--- config.mk ---
export PLATFORM = sky130hd
export DESIGN_NAME = cdb_arbiter
export DESIGN_NICKNAME = d
export VERILOG_FILES = /design/src/rtl/cdb_arbiter.sv
export SDC_FILE = /design/constraint.sdc
export NUM_CORES = 1
export LEC_CHECK = 0
export CAP_MARGIN = 40
export CORE_MARGIN = 4
export CORE_UTILIZATION = 40
export DETAILED_ROUTE_END_ITERATION = 6
export PLACE_DENSITY = 0.61
export SYNTH_ARGS = -nofsm -noshare
export SYNTH_HDL_FRONTEND = slang
export SYNTH_SLANG_ARGS = --single-unit
--- constraint.sdc ---
create_clock -name i_clk -period 6.3 [get_ports i_clk]
set_input_delay 0.945 -clock i_clk [delete_from_list [all_inputs] [get_ports i_clk]]
set_output_delay 0.945 -clock i_clk [all_outputs]
set_load 0.02 [all_outputs]
--- src/rtl/cdb_arbiter.sv ---
// -----------------------------------------------------------------------------
// cdb_arbiter
//
// Shares the common data bus among NUM_SRC result producers. Every producer
// owns a small circular FIFO of {value, reorder} entries. Each cycle at most
// one non-empty FIFO is granted, searching round-robin from r_rr, and its head
// entry is broadcast on the registered CDB outputs.
//
// Ports
//   i_clk          clock, all state changes on the rising edge
//   i_rst          asynchronous active-high reset
//   i_rdy          global run enable (low = stall everything)
//   i_jump_rst     synchronous mispredict flush (wins over i_rdy)
//   i_src_send     per-producer push strobe
//   i_src_value    packed 32-bit values, slice i = [32i+31:32i]
//   i_src_reorder  packed ROB tags, slice i = [ROB_W*i+ROB_W-1:ROB_W*i]
//   o_src_full     FIFO i holds DEPTH entries (from registered count)
//   o_cdb_send     registered broadcast valid
//   o_cdb_value    registered broadcast value
//   o_cdb_reorder  registered broadcast ROB tag
//   o_drop_err     sticky: a push arrived while its FIFO was full
// -----------------------------------------------------------------------------
module cdb_arbiter #(
  parameter int NUM_SRC      = 2,
  parameter int DEPTH        = 2,
  parameter int ROB_SIZE_LOG = 4,
  parameter int ROB_W        = ROB_SIZE_LOG
) (
  input  logic                     i_clk,
  input  logic                     i_rst,
  input  logic                     i_rdy,
  input  logic                     i_jump_rst,
  input  logic [NUM_SRC-1:0]       i_src_send,
  input  logic [NUM_SRC*32-1:0]    i_src_value,
  input  logic [NUM_SRC*ROB_W-1:0] i_src_reorder,
  output logic [NUM_SRC-1:0]       o_src_full,
  output logic                     o_cdb_send,
  output logic [31:0]              o_cdb_value,
  output logic [ROB_W-1:0]         o_cdb_reorder,
  output logic                     o_drop_err
);

  localparam int PTR_W = $clog2(DEPTH);
  localparam int CNT_W = PTR_W + 1;
  localparam int SRC_W = $clog2(NUM_SRC);
  localparam logic [CNT_W-1:0] FULL_CNT = CNT_W'(DEPTH);

  logic               w_run;
  logic [NUM_SRC-1:0] w_not_empty;
  logic [NUM_SRC-1:0] w_drop;
  logic [NUM_SRC-1:0] w_pop;
  logic [31:0]        w_head_val [NUM_SRC];
  logic [ROB_W-1:0]   w_head_tag [NUM_SRC];
  logic [SRC_W-1:0]   r_rr;
  logic [SRC_W-1:0]   w_gnt;
  logic [SRC_W-1:0]   w_rr_next;
  logic               w_found;

  // Flush has priority over stall; both block any push or pop.
  assign w_run = i_rdy & ~i_jump_rst;

  genvar gi;
  generate
    for (gi = 0; gi < NUM_SRC; gi++) begin : g_src
      logic [31:0]      r_mem_val [DEPTH];
      logic [ROB_W-1:0] r_mem_tag [DEPTH];
      logic [PTR_W-1:0] r_wptr;
      logic [PTR_W-1:0] r_rptr;
      logic [CNT_W-1:0] r_cnt;
      logic             w_push;

      assign o_src_full[gi]  = (r_cnt == FULL_CNT);
      assign w_not_empty[gi] = (r_cnt != '0);
      // Fullness is judged before the edge: a same-cycle pop frees no room.
      assign w_push          = w_run & i_src_send[gi] & ~o_src_full[gi];
      assign w_drop[gi]      = w_run & i_src_send[gi] & o_src_full[gi];
      assign w_pop[gi]       = w_run & w_found & (w_gnt == SRC_W'(gi));
      assign w_head_val[gi]  = r_mem_val[r_rptr];
      assign w_head_tag[gi]  = r_mem_tag[r_rptr];

      // Entry storage needs no reset: the count alone says what is valid.
      always_ff @(posedge i_clk) begin
        if (w_push) begin
          r_mem_val[r_wptr] <= i_src_value[32*gi +: 32];
          r_mem_tag[r_wptr] <= i_src_reorder[ROB_W*gi +: ROB_W];
        end
      end

      always_ff @(posedge i_clk or posedge i_rst) begin
        if (i_rst) begin
          r_wptr <= '0;
          r_rptr <= '0;
          r_cnt  <= '0;
        end else if (i_jump_rst) begin
          r_wptr <= '0;
          r_rptr <= '0;
          r_cnt  <= '0;
        end else begin
          if (w_push) r_wptr <= r_wptr + PTR_W'(1);
          if (w_pop[gi]) r_rptr <= r_rptr + PTR_W'(1);
          case ({w_push, w_pop[gi]})
            2'b10:   r_cnt <= r_cnt + CNT_W'(1);
            2'b01:   r_cnt <= r_cnt - CNT_W'(1);
            default: r_cnt <= r_cnt;
          endcase
        end
      end
    end
  endgenerate

  // Round-robin search: walk offsets from the far end so the closest
  // non-empty FIFO to r_rr is the last (winning) assignment.
  always_comb begin
    w_found = 1'b0;
    w_gnt   = '0;
    for (int k = NUM_SRC - 1; k >= 0; k--) begin
      if (w_not_empty[(int'(r_rr) + k) % NUM_SRC]) begin
        w_found = 1'b1;
        w_gnt   = SRC_W'((int'(r_rr) + k) % NUM_SRC);
      end
    end
  end

  assign w_rr_next = (w_gnt == SRC_W'(NUM_SRC - 1)) ? '0 : w_gnt + SRC_W'(1);

  always_ff @(posedge i_clk or posedge i_rst) begin
    if (i_rst) begin
      r_rr          <= '0;
      o_cdb_send    <= 1'b0;
      o_cdb_value   <= '0;
      o_cdb_reorder <= '0;
      o_drop_err    <= 1'b0;
    end else if (i_jump_rst) begin
      // Broadcast payload and the sticky error survive a flush.
      r_rr       <= '0;
      o_cdb_send <= 1'b0;
    end else if (i_rdy) begin
      o_drop_err <= o_drop_err | (|w_drop);
      if (w_found) begin
        o_cdb_send    <= 1'b1;
        o_cdb_value   <= w_head_val[w_gnt];
        o_cdb_reorder <= w_head_tag[w_gnt];
        r_rr          <= w_rr_next;
      end else begin
        o_cdb_send <= 1'b0;
      end
    end else begin
      o_cdb_send <= 1'b0;
    end
  end

endmodule

==> flow_metrics.env <==
export IMPL_status="complete, no violations"
export IMPL_hp_class="flip-flop to flip-flop"
export IMPL_clk_latency_ns=0.43
export IMPL_clock_path_buffers=2
export IMPL_worstSetupPathType="flip-flop to output pin"
export IMPL_power_share_clock_pct=38.0
export IMPL_ys_async_sr_fraction_pct=24.6
export IMPL_grt_pass1_wl_um=24000
export IMPL_dr_pass1_iters=4
export IMPL_slew_violations=0
export IMPL_holdPathStages=1
export IMPL_ios=118
export IMPL_fp_dieArea_sq_mm=0.0208
export IMPL_p_sw_share_pct=22.3
export IMPL_ys_ff_latch=191
export IMPL_gp_congestion=0.775
export IMPL_fin_crit_sh_pct=50.3
export IMPL_max_cap_violations=0
export IMPL_grt_pass1_vias=4229
export IMPL_drt_initial_drc_count=304
export IMPL_period_minus_slack_ns=3.17
export IMPL_netlist_area_leader_share_pct=58.2
export IMPL_instances_no_fill=779
export IMPL_skew_ns=0.00751
export IMPL_synth_nets=505
export IMPL_vias=4209
export IMPL_synth_cell_type_count=35
export IMPL_die_w_um=144
export IMPL_postCtsSetupBuffers=0
export IMPL_avgViaCountPerCell=5.40
export IMPL_n_antenna_cell=0
export IMPL_cts_tree="built"
export IMPL_crit_fanout=9
export IMPL_clock_sinks=191
export IMPL_combPwrFrac_pct=13.7
export IMPL_dp_cells=747
export IMPL_grt_max_degree=46
export IMPL_rr_endpoint="o_cdb_value[14]"
export IMPL_seqPwrFrac_pct=48.2
export IMPL_min_to="o_drop_err"
export IMPL_pwr_density_cell_mw_per_mm2=328
export IMPL_grt_usage_pct=15.5
export IMPL_syn_to_final_growth_pct=28.3
export IMPL_syn_inst=427
export IMPL_tns_ns=0
export IMPL_pre_cts_slack_ns=2.75
export IMPL_synth_area_leaders="edfxtp_1, dfrtp_1, mux2_2"
export IMPL_cts_buffers=17
export IMPL_hold_buffers=0
export IMPL_ant_nets=0
export IMPL_crit_required_ns=5.35
export IMPL_synth_seq_area_share_pct=74.0
export IMPL_overflow=0
export IMPL_port_buffer_count=117
export IMPL_synth_warnings=0
export IMPL_cts_max_level=4
export IMPL_synth_ff_type="edfxtp_1"
export IMPL_wl_per_cell_um=20.5
export IMPL_hold_start="o_drop_err"
export IMPL_row_count=49
export IMPL_hold_violations=0
export IMPL_yosysTopAreaCell="edfxtp_1"
export IMPL_slew_headroom_pct=39.4
export IMPL_worst_slack_ns=3.13
export IMPL_hold_ws_ns=0.497
export IMPL_synth_area_sq_mm=0.00743
export IMPL_routed_wl_um=16000
export IMPL_cp_end_kind="output pin"
export IMPL_hpwl_um=10700
export IMPL_avgSynthCellArea_sq_um=17.4
export IMPL_fillers=1451
export IMPL_p_sw_w=0.000697
export IMPL_setup_violations=0
export IMPL_rsz0062_at_grt="no"
export IMPL_start_util_pct=41.0
export IMPL_antenna_found_initial=0
export IMPL_critPathArrivalTime_ns=2.23
export IMPL_leakagePower_nw=3.20
export IMPL_intPower_w=0.00243
export IMPL_core_sq_mm=0.0181
export IMPL_clk_pin_slew_worst_paths_ns=0.06
export IMPL_cts_resized=0
export IMPL_synth_edff_count=144
export IMPL_clock_tree_root_cell="clkbuf_16"
export IMPL_fp_dieH_um=144
export IMPL_fin_nets=615
export IMPL_fin_total_pwr_w=0.00313
export IMPL_drcViolationCount=0
export IMPL_layout_drive_gt1_share_pct=15.6
export IMPL_peakVddDrop_mv=0.219
export IMPL_rrSetupSlack_ns=3.92
export IMPL_rr_worst_depth=5
export IMPL_worst_pin_slew_ns=0.910
export IMPL_max_freq_mhz=315
export IMPL_r2r_start="g_src[0].r_cnt[1]"
export IMPL_cp_start_kind="flip-flop"
power groups by stage:
stage               registers, W  logic, W  clock network (W)
finish                   0.00151  0.000429            0.00119
CTS                      0.00151  0.000435            0.00120
global placement         0.00154  0.000415                  0
detailed placement       0.00153  0.000435                  0
floorplan                0.00159  0.000135                  0
global route             0.00152  0.000455            0.00125
synthesized netlist by cell type (3+ instances only):
cell type,instances
buf_2,15
clkbuf_1,15
mux2_2,36
buf_6,6
mux2i_1,36
edfxtp_1,144
o21ai_0,6
inv_1,6
a21oi_1,7
dfrtp_1,47
a221o_1,36
nor4_1,38
a311oi_1,3
routing by layer:
metal  up-vias  track usage [%]  wire, um
li1       1956                -         -
met2       108             25.7      8330
met5         -                0         0
met4         0             5.35       242
met1      2129             20.3      6710
met3        16             3.44       714
state kept, by name (all words and copies together) (netlist names):
name and cells:
g_src.r_cnt 4, g_src.r_mem_tag 16, g_src.r_mem_val 128, g_src.r_rptr 2, g_src.r_wptr 2, o_cdb_reorder 4, o_cdb_send 1, o_cdb_value 32
o_drop_err 1, r_rr 1
worst max-delay path by stage:
stage	start	to	depth (start not counted)	slack [ns]
5_1_grt	g_src[0].r_cnt[1]	o_src_full[0]	2	3.00
2_1_floorplan	i_jump_rst	g_src[1].r_mem_tag[0][0]	5	0.45
3_3_place_gp	i_rdy	o_cdb_value[2]	5	2.84
6_report	g_src[0].r_cnt[1]	o_src_full[0]	2	3.13
3_5_place_dp	i_rdy	o_cdb_reorder[2]	5	2.75
4_1_cts	g_src[0].r_cnt[1]	o_src_full[0]	2	3.12
critical path, cell delays in order (launching register included):
cell and delay (ns):
dfrtp_1 0.53, nor2b_1 0.54, clkdlybuf4s50_1 0.73
placed cells by master (no fill, tap or decap), types with 2 or more instances in the layout:
master	n
dfrtp_2	2
clkinvlp_4	3
o21bai_1	2
buf_4	6
o21ai_0	6
mux2_2	36
mux2i_1	36
nor4_1	36
clkbuf_16	17
o31ai_1	2
o211ai_1	2
and4b_1	2
clkbuf_1	3
or3_1	2
a311oi_1	3
nor4_2	2
dfrtp_1	45
clkdlybuf4s50_1	117
nor2b_1	2
a21oi_1	7
buf_12	2
edfxtp_1	144
or4_1	2
xnor2_1	2
a221o_1	36
buf_16	2
inv_1	5
bufinv_16	6
stage by stage:
step / util [%] / area [sq um]
2_1_floorplan: - / 7430
3_3_place_gp: 48.4 / 8780
5_1_grt: 52.6 / 9540
4_1_cts: 52.6 / 9540
3_5_place_dp: 48.9 / 8880
6_report: 52.6 / 9540
logic make-up after synthesis:
family / after synthesis / synth area share, %
multiplexers: 72 / 10.3
flip-flops: 191 / 74.0
AO/OA/AOI/OAI: 66 / 7.57
XOR/XNOR: 2 / 0.236
AND/OR/NAND/NOR: 54 / 4.93
buffers and inverters: 42 / 2.98
area by class of cell:
cell class | instances | area [sq um] | share of cell area (%)
clock buffers | 21 | 450 | 4.72
repair buffers | 127 | 1310 | 13.7
multi-input cells | 194 | 1760 | 18.4
clock inverters | 11 | 211 | 2.22
flip-flops and latches | 191 | 5500 | 57.7
well taps | 229 | 287 | 3.00
inverters | 6 | 22.5 | 0.236
Power figures use the tool's default switching activity.
